===== src/rtl/elevator_call_scheduler.sv =====
// rtl/elevator_call_scheduler.sv - SCAN call scheduler for a 4-floor car: pending set, target floor, door dwell
module elevator_call_scheduler #(
    parameter int DWELL_CYCLES = 8,
    parameter int DWELL_W      = 4
) (
    input  logic       clk,
    input  logic       rst,
    input  logic [3:0] call_btn,
    input  logic [3:0] cur_floor,
    output logic [3:0] req_floor,
    output logic [3:0] pending,
    output logic       door_open,
    output logic       dir_up,
    output logic       moving,
    output logic       fault
);

    typedef enum logic [1:0] {
        S_IDLE = 2'd0,
        S_UP   = 2'd1,
        S_DOWN = 2'd2,
        S_DOOR = 2'd3
    } state_t;

    localparam logic [DWELL_W-1:0] DWELL_LAST = DWELL_W'(DWELL_CYCLES - 1);

    state_t             state_q, state_d;
    logic [3:0]         pending_q, pending_d;
    logic               dir_up_q, dir_up_d;
    logic [DWELL_W-1:0] cnt_q, cnt_d;
    logic               door_open_q, door_open_d;
    logic               moving_q, moving_d;

    logic [3:0] above_mask;
    logic [3:0] below_mask;
    logic [3:0] up_cands;
    logic [3:0] down_cands;
    logic [3:0] up_pick;
    logic [3:0] down_pick;
    logic [3:0] clr;
    logic       here;
    logic       above;
    logic       below;
    logic       last_dwell;
    logic       fault_w;

    // Floor masks strictly above / strictly below the car position.
    always_comb begin
        above_mask = '0;
        below_mask = '0;
        for (int i = 0; i < 4; i++) begin
            for (int j = 0; j < 4; j++) begin
                if (j < i) above_mask[i] = above_mask[i] | cur_floor[j];
                if (j > i) below_mask[i] = below_mask[i] | cur_floor[j];
            end
        end
    end

    // Classify pending calls relative to the car and pick the nearest one each way.
    always_comb begin
        fault_w    = (cur_floor == 4'd0) || ((cur_floor & (cur_floor - 4'd1)) != 4'd0);
        here       = |(pending_q & cur_floor);
        up_cands   = pending_q & above_mask;
        down_cands = pending_q & below_mask;
        above      = |up_cands;
        below      = |down_cands;
        up_pick    = '0;
        down_pick  = '0;
        // Lowest candidate above: scan high to low so the last hit wins.
        for (int i = 3; i >= 0; i--) begin
            if (up_cands[i]) up_pick = 4'(1 << i);
        end
        // Highest candidate below: scan low to high so the last hit wins.
        for (int i = 0; i < 4; i++) begin
            if (down_cands[i]) down_pick = 4'(1 << i);
        end
        last_dwell = (state_q == S_DOOR) && (cnt_q == DWELL_LAST);
    end

    // Target floor for the stepper; a bad position reading sends the car home.
    always_comb begin
        req_floor = cur_floor;
        if (fault_w) begin
            req_floor = 4'b0001;
        end else if (state_q == S_UP && up_pick != 4'd0) begin
            req_floor = up_pick;
        end else if (state_q == S_DOWN && down_pick != 4'd0) begin
            req_floor = down_pick;
        end
    end

    // Pending set: the served floor is cleared only on the final dwell cycle, new presses win.
    always_comb begin
        clr       = (last_dwell && !fault_w) ? cur_floor : 4'd0;
        pending_d = (pending_q & ~clr) | call_btn;
    end

    // SCAN next-state: hold direction while calls remain ahead, reverse only at a stop.
    always_comb begin
        state_d  = state_q;
        dir_up_d = dir_up_q;
        cnt_d    = cnt_q;
        if (fault_w) begin
            state_d = S_IDLE;
            cnt_d   = '0;
        end else begin
            case (state_q)
                S_IDLE: begin
                    if (here) begin
                        state_d = S_DOOR;
                        cnt_d   = '0;
                    end else if (above) begin
                        state_d  = S_UP;
                        dir_up_d = 1'b1;
                    end else if (below) begin
                        state_d  = S_DOWN;
                        dir_up_d = 1'b0;
                    end
                end
                S_UP, S_DOWN: begin
                    if (here) begin
                        state_d = S_DOOR;
                        cnt_d   = '0;
                    end
                end
                S_DOOR: begin
                    cnt_d = cnt_q + DWELL_W'(1);
                    if (last_dwell) begin
                        cnt_d = '0;
                        if (dir_up_q && above) begin
                            state_d = S_UP;
                        end else if (!dir_up_q && below) begin
                            state_d = S_DOWN;
                        end else if (above) begin
                            state_d  = S_UP;
                            dir_up_d = 1'b1;
                        end else if (below) begin
                            state_d  = S_DOWN;
                            dir_up_d = 1'b0;
                        end else begin
                            state_d = S_IDLE;
                        end
                    end
                end
                default: begin
                    state_d = S_IDLE;
                    cnt_d   = '0;
                end
            endcase
        end
        door_open_d = (state_d == S_DOOR);
        moving_d    = (state_d == S_UP) || (state_d == S_DOWN);
    end

    // State, pending set, direction, dwell counter and status outputs.
    always_ff @(posedge clk) begin
        if (rst) begin
            state_q     <= S_IDLE;
            pending_q   <= '0;
            dir_up_q    <= 1'b1;
            cnt_q       <= '0;
            door_open_q <= 1'b0;
            moving_q    <= 1'b0;
        end else begin
            state_q     <= state_d;
            pending_q   <= pending_d;
            dir_up_q    <= dir_up_d;
            cnt_q       <= cnt_d;
            door_open_q <= door_open_d;
            moving_q    <= moving_d;
        end
    end

    assign pending   = pending_q;
    assign door_open = door_open_q;
    assign dir_up    = dir_up_q;
    assign moving    = moving_q;
    assign fault     = fault_w;

endmodule

===== config.mk =====
export PLATFORM = sky130hd
export DESIGN_NAME = elevator_call_scheduler
export DESIGN_NICKNAME = d
export VERILOG_FILES = /design/src/rtl/elevator_call_scheduler.sv
export SDC_FILE = /design/constraint.sdc
export NUM_CORES = 1
export LEC_CHECK = 0
export CAP_MARGIN = 20
export CORE_ASPECT_RATIO = 0.9
export CORE_MARGIN = 1
export CORE_UTILIZATION = 61
export CTS_CLUSTER_SIZE = 8
export DETAILED_ROUTE_END_ITERATION = 10
export DONT_BUFFER_PORTS = 1
export GPL_TIMING_DRIVEN = 1
export HOLD_SLACK_MARGIN = 0.02
export PLACE_DENSITY_LB_ADDON = 0.2
export SLEW_MARGIN = 20
export SYNTH_ARGS = -nofsm -noshare
export SYNTH_HDL_FRONTEND = slang
export SYNTH_SLANG_ARGS = --single-unit

===== constraint.sdc =====
create_clock -name clk -period 2.7 [get_ports clk]
set_input_delay 0.405 -clock clk [delete_from_list [all_inputs] [get_ports clk]]
set_output_delay 0.405 -clock clk [all_outputs]
set_load 0.005 [all_outputs]

Word-level counts from Yosys, hierarchy flattened
Cells that the tools add are included.
{"block": "totals", "ff_bits": 13, "inputBits": 10, "out_inout_bits": 12, "word_cells": 89}
{"block": "classes", "n_addsub": 2, "eq_ne": 12, "muxes": 33, "bitwise": 13, "reduce_logical": 23}
{"cell": "$mux W4", "count": 11}
{"cell": "$mux W2", "count": 11}
{"cell": "$and A4 B4 Y4", "count": 4}
{"cell": "$reduce_bool A4 Y1", "count": 3}
{"cell": "$reduce_or A4 Y1", "count": 3}
{"cell": "$eq A2 B2 Y1 const B", "count": 4}
{"cell": "$ne A2 B2 Y1 const B", "count": 4}
{"cell": "$pmux W4 S2", "count": 1}
{"cell": "$mux W1", "count": 7}
{"cell": "$logic_and A1 B1 Y1", "count": 6}
{"cell": "$pmux W2 S3", "count": 1}
{"cell": "$reduce_and A6 Y1", "count": 1}
{"cell": "$or A1 B1 Y1", "count": 5}
{"cell": "$add A4 B1 Y4 const B", "count": 1}
{"cell": "$and A4 B3 Y4", "count": 1}
{"cell": "$eq A2 B1 Y1 const B", "count": 2}
{"cell": "$eq A4 B3 Y1 const B", "count": 1}
{"cell": "$logic_not A4 Y1", "count": 1}
{"cell": "$not A4 Y4", "count": 1}
{"cell": "$or A4 B4 Y4", "count": 1}
{"cell": "$reduce_or A2 Y1", "count": 2}
{"cell": "$sub A4 B1 Y4 const B", "count": 1}
{"cell": "$mux W3", "count": 1}
{"cell": "$reduce_or A3 Y1", "count": 1}
{"cell": "other kinds (7)", "count": 9}

Longest topological paths before layout
{"block": "depth", "word_depth": 13, "depth_mapped": 8, "mapped_depth_nobuf": 8}

Worst setup path before layout
Ideal clock, no wire load.
{"block": "synth_timing", "path_type": "input -> register", "start": "input cur_floor[0]", "end": "register moving_q, in the netlist moving", "setup_time_ns": 0.128, "t_arrival_ns": 1.925, "required_time_ns": 2.572, "path_slack_ns": 0.648, "path_stages": 7, "n_path_buf": 1, "path_cell_list": "buf_6 -> a211oi_1 -> nor2_1 -> a211o_1 -> a211oi_1 -> ha_1 -> nor2b_1"}
{"block": "synth_via", "elab_chain_cells": 12, "word_cells_on_any_way": 24, "classes_between": "add/sub (1); eq/ne (2); mux (9); bitwise (5); reduce/logical (7)"}
{"element": "start, declared", "line_no": "9", "rtl": "input logic [3:0] cur_floor,"}
{"element": "$or A1 B1 Y1 (2 in series)", "line_no": "53", "rtl": "if (j < i) above_mask[i] = above_mask[i] | cur_floor[j];"}
{"element": "$and A4 B4 Y4", "line_no": "63", "rtl": "up_cands = pending_q & above_mask;"}
{"element": "$reduce_or A4 Y1", "line_no": "65", "rtl": "above = |up_cands;"}
{"element": "$mux W2", "line_no": "134", "rtl": "end else if (above) begin"}
{"element": "$mux W2", "line_no": "132", "rtl": "end else if (!dir_up_q && below) begin"}
{"element": "$mux W2", "line_no": "130", "rtl": "if (dir_up_q && above) begin"}
{"element": "$mux W2", "line_no": "128", "rtl": "if (last_dwell) begin"}
{"element": "$pmux W2 S3", "line_no": "107", "rtl": "case (state_q)"}
{"element": "$mux W2 (*)", "line_no": "103", "rtl": "if (fault_w) begin"}
{"element": "named net state_d[1]", "line_no": "27", "rtl": "state_t state_q, state_d;"}
{"element": "$eq A2 B1 Y1 or $eq A2 B2 Y1 (tied branches)", "line_no": "152", "rtl": "moving_d = (state_d == S_UP) || (state_d == S_DOWN);"}
{"element": "$logic_or A1 B1 Y1 (*)", "line_no": "152"}
{"element": "named net moving_d", "line_no": "32", "rtl": "logic moving_q, moving_d;"}
{"element": "end signal, assigned", "line_no": "170", "rtl": "moving_q <= moving_d;"}
{"element": "end, declared", "line_no": "32"}
Mark *: on every way through the listed nets, which the timed path passes. The rest lies on a longest branch.
A chain may end at the register's enable or synchronous reset.

Final worst setup path
{"block": "layout_timing", "start": "register state_q[1]", "end": "output req_floor[2]"}
{"block": "layout_via", "elab_chain_cells": 5, "word_cells_on_any_way": 7, "classes_between": "eq/ne (2); mux (3); reduce/logical (2)"}
{"element": "start, declared", "line_no": "27"}
{"element": "start signal, assigned", "line_no": "165", "rtl": "state_q <= state_d;"}
{"element": "$eq A2 B2 Y1", "line_no": "87", "rtl": "end else if (state_q == S_DOWN && down_pick != 4'd0) begin"}
{"element": "$logic_and A1 B1 Y1", "line_no": "87"}
{"element": "$mux W4", "line_no": "87"}
{"element": "$mux W4 (*)", "line_no": "85", "rtl": "end else if (state_q == S_UP && up_pick != 4'd0) begin"}
{"element": "$mux W4 (*)", "line_no": "83", "rtl": "if (fault_w) begin"}
{"element": "end, declared", "line_no": "10", "rtl": "output logic [3:0] req_floor,"}
Every way passes the cells marked *; elsewhere a longest branch is shown, timed or not.

==> results.sh <==
export IMPL_status="finished, final reports clean"
export IMPL_skew_ns=0.005138
export IMPL_insertion_delay_ns=0.28
export IMPL_vias=1009
export IMPL_finalSetupTns_ns=0
export IMPL_cap_violations=0
export IMPL_hp_start="rst"
export IMPL_placed_cells_incl_taps=153
export IMPL_avgSynthCellArea_um2=7.918
export IMPL_period_needed_ns=2.254
export IMPL_ctsResizeCount=0
export IMPL_detail_route_iter0_violations=37
export IMPL_peakVddDrop_v=0.0003325
export IMPL_holdBufCountCts=0
export IMPL_path_class="reg2out"
export IMPL_die_area_mm2=0.001992
export IMPL_ys_async_sr_fraction_pct=0
export IMPL_final_hold_viol_count=0
export IMPL_r2r_slack_ns=0.49
export IMPL_syn_area_mm2=0.001109
export IMPL_synth_cells=140
export IMPL_ys_types=43
export IMPL_grt_max_degree=15
export IMPL_grt_pass1_vias=842
export IMPL_cts_tree="built"
export IMPL_antenna_found_initial=0
export IMPL_die_x_um=46.94
export IMPL_synth_top_area_share_pct=23.48
export IMPL_start_util_pct=65.92
export IMPL_hp_class="in2reg"
export IMPL_cts_sinks=13
export IMPL_stdcell_area_mm2=0.001077
export IMPL_holdPathStages=1
export IMPL_syn2layout_area_growth_pct=-2.822
export IMPL_fin_cells=157
export IMPL_end_kind="output pin"
export IMPL_synth_flop_cell="dfxtp_1"
export IMPL_synth_edf_count=0
export IMPL_drive_above_1_share_pct=7.519
export IMPL_cts_inserted_buffers=3
export IMPL_io_buffer_count=0
export IMPL_clockBufferDepth=2
export IMPL_grt_total_usage_pct=26.50
export IMPL_htreeDepth=1
export IMPL_worst_setup_path_start_kind="flip-flop"
export IMPL_rsz0062_at_grt="no"
export IMPL_period_share_pct=83.48
export IMPL_rows=14
export IMPL_synth_nets=158
export IMPL_wire_per_inst_um=14.57
export IMPL_max_freq_ghz=0.4437
export IMPL_detail_route_antenna_nets=0
export IMPL_first_pass_iters=5
export IMPL_r2r_start="pending[2]$_SDFF_PP0_"
export IMPL_place_area_mm2=0.001051
export IMPL_worstPathArrival_ns=1.85
export IMPL_reg2reg_to="moving$_SDFF_PP0_"
export IMPL_worst_pin_slew_ns=0.9005
export IMPL_synth_top_area_cell="dfxtp_1"
export IMPL_hpwlAfterDp_um=1715
export IMPL_cts_setup_buffers=0
export IMPL_routed_wl_um=2288
export IMPL_final_net_count=152
export IMPL_slew_headroom_pct=39.86
export IMPL_core_mm2=0.001682
export IMPL_grt_pass1_wl_um=3850
export IMPL_drc=0
export IMPL_setup_viol=0
export IMPL_ys_ff_latch=13
export IMPL_cts_clk_slew_worst_paths_ns=0.08
export IMPL_viasPerCell=6.427
export IMPL_p_per_area_mw_per_mm2=407.2
export IMPL_dieHeight_um=42.44
export IMPL_yosys_warnings=0
export IMPL_ys_seq_area_share_pct=23.48
export IMPL_power_uw=438.7
export IMPL_synth_area_leaders="dfxtp_1, ha_1, a211oi_1, a21oi_1, o31ai_1"
export IMPL_power_leakage_uw=0.0003940
export IMPL_place_congestion=0.9236
export IMPL_r2r_cells=6
export IMPL_crit_fanout=5
export IMPL_slew_violations=0
export IMPL_min_to="door_open$_SDFF_PP0_"
export IMPL_crit_required_ns=2.30
export IMPL_ios=22
export IMPL_cts_root_buf="clkbuf_4"
export IMPL_antenna_cells=0
export IMPL_grt_ovfl_total=0
[synth_stat cells, types with 2 or more instances]
master and n:
nand3_1 2, nor4b_1 2, a21oi_1 13, or2_2 2
dfxtp_1 13, nand3b_1 2, o211ai_1 2, nand2_1 5
or3_1 3, inv_1 12, o21ai_0 9, o31ai_1 7
a211oi_1 10, clkbuf_1 3, nor2b_1 3, ha_1 8
nor3_1 6, nor2_1 7, buf_6 4, and3b_1 2
a22oi_1 2, buf_2 2
[through the flow]
stage	hold WS (ns)	setup WS (ns)	utilization, %
floorplan	0.4444	0.6478	-
global placement	0.4616	0.5686	62.50
detailed placement	0.4687	0.5248	62.50
CTS	0.1821	0.4554	64.06
global route	0.1705	0.2986	64.06
finish	0.1853	0.4461	64.06
[layer usage]
metal / part of all wire (%) / vias up / GRT usage (%)
li1: - / 504 / -
met1: 48 / 454 / 39.06
met2: 41 / 47 / 35.56
met3: 9.9 / 4 / 9.914
met4: 1.1 / 0 / 6.857
met5: 0 / - / 0
[power breakdown]
part | leakage [uW] | total, uW | switching (uW) | internal (uW)
Clock | 0.0000150 | 119 | 61.9 | 57.3
Sequential | 0.000106 | 218 | 16.3 | 201
Combinational | 0.000273 | 102 | 60.8 | 41.2
Total | 0.000394 | 439 | 139 | 300
[worst max-delay path, cell delays in order (launching register included)]
cell	delay [ns]
dfxtp_1	0.36
inv_1	0.13
ha_1	0.25
or3b_2	0.52
a311oi_1	0.31
[how the worst max path moves through the flow]
stage                                     start           endpoint  cells after the start
after floorplan                    cur_floor[0]  moving$_SDFF_PP0_                      7
after global placement    pending[1]$_SDFF_PP0_  moving$_SDFF_PP0_                      6
after detailed placement  pending[2]$_SDFF_PP0_  moving$_SDFF_PP0_                      6
after CTS                 state_q[1]$_SDFF_PP0_       req_floor[2]                      4
after global routing      pending[2]$_SDFF_PP0_  moving$_SDFF_PP0_                      6
final                     state_q[1]$_SDFF_PP0_       req_floor[2]                      4
[cell usage in the layout (no fill, tap or decap), types with 2 or more instances in the layout]
| cell type | Yosys | routed |
|---|---|---|
| o31ai_1 | 7 | 7 |
| a211oi_1 | 10 | 10 |
| a21oi_1 | 13 | 13 |
| and3b_1 | 2 | 2 |
| o21ai_0 | 9 | 9 |
| nor3_1 | 6 | 6 |
| dfxtp_1 | 13 | 13 |
| ha_1 | 8 | 8 |
| a22oi_1 | 2 | 2 |
| nand3_1 | 2 | 2 |
| o211ai_1 | 2 | 2 |
| inv_1 | 12 | 12 |
| nor2b_1 | 3 | 3 |
| or3_1 | 3 | 3 |
| nand3b_1 | 2 | 2 |
| nor4b_1 | 2 | 2 |
| nor2_1 | 7 | 7 |
| nand2_1 | 5 | 5 |
| clkbuf_4 | 0 | 3 |
| or2_2 | 2 | 2 |
[kinds of logic (layout without fill, tap and decap cells)]
group	after synthesis	after routing	synth area share (%)
AO/OA/AOI/OAI	53	53	31.94
AND/OR/NAND/NOR	41	41	21.90
XOR/XNOR	1	1	0.7902
flip-flops	13	13	23.48
buffers and inverters	23	16	11.96
multiplexers	1	1	0.9030
adder cells (fa/ha/maj)	8	8	9.030
[final cells by class]
| type | count | area (um^2) |
|---|---|---|
| Clock buffer | 4 | 26.28 |
| Fill cell | 166 | 604.3 |
| Sequential cell | 13 | 260.3 |
| Multi-Input combinational cell | 104 | 715.7 |
| Tap cell | 24 | 30.03 |
| Inverter | 12 | 45.04 |
[sequential cells by signal, summed over array words and instances, names as in the netlist]
register,flops
pending,4
door_open,1
cnt_q,4
dir_up,1
state_q,2
moving,1
Power figures use the tool's default switching activity.
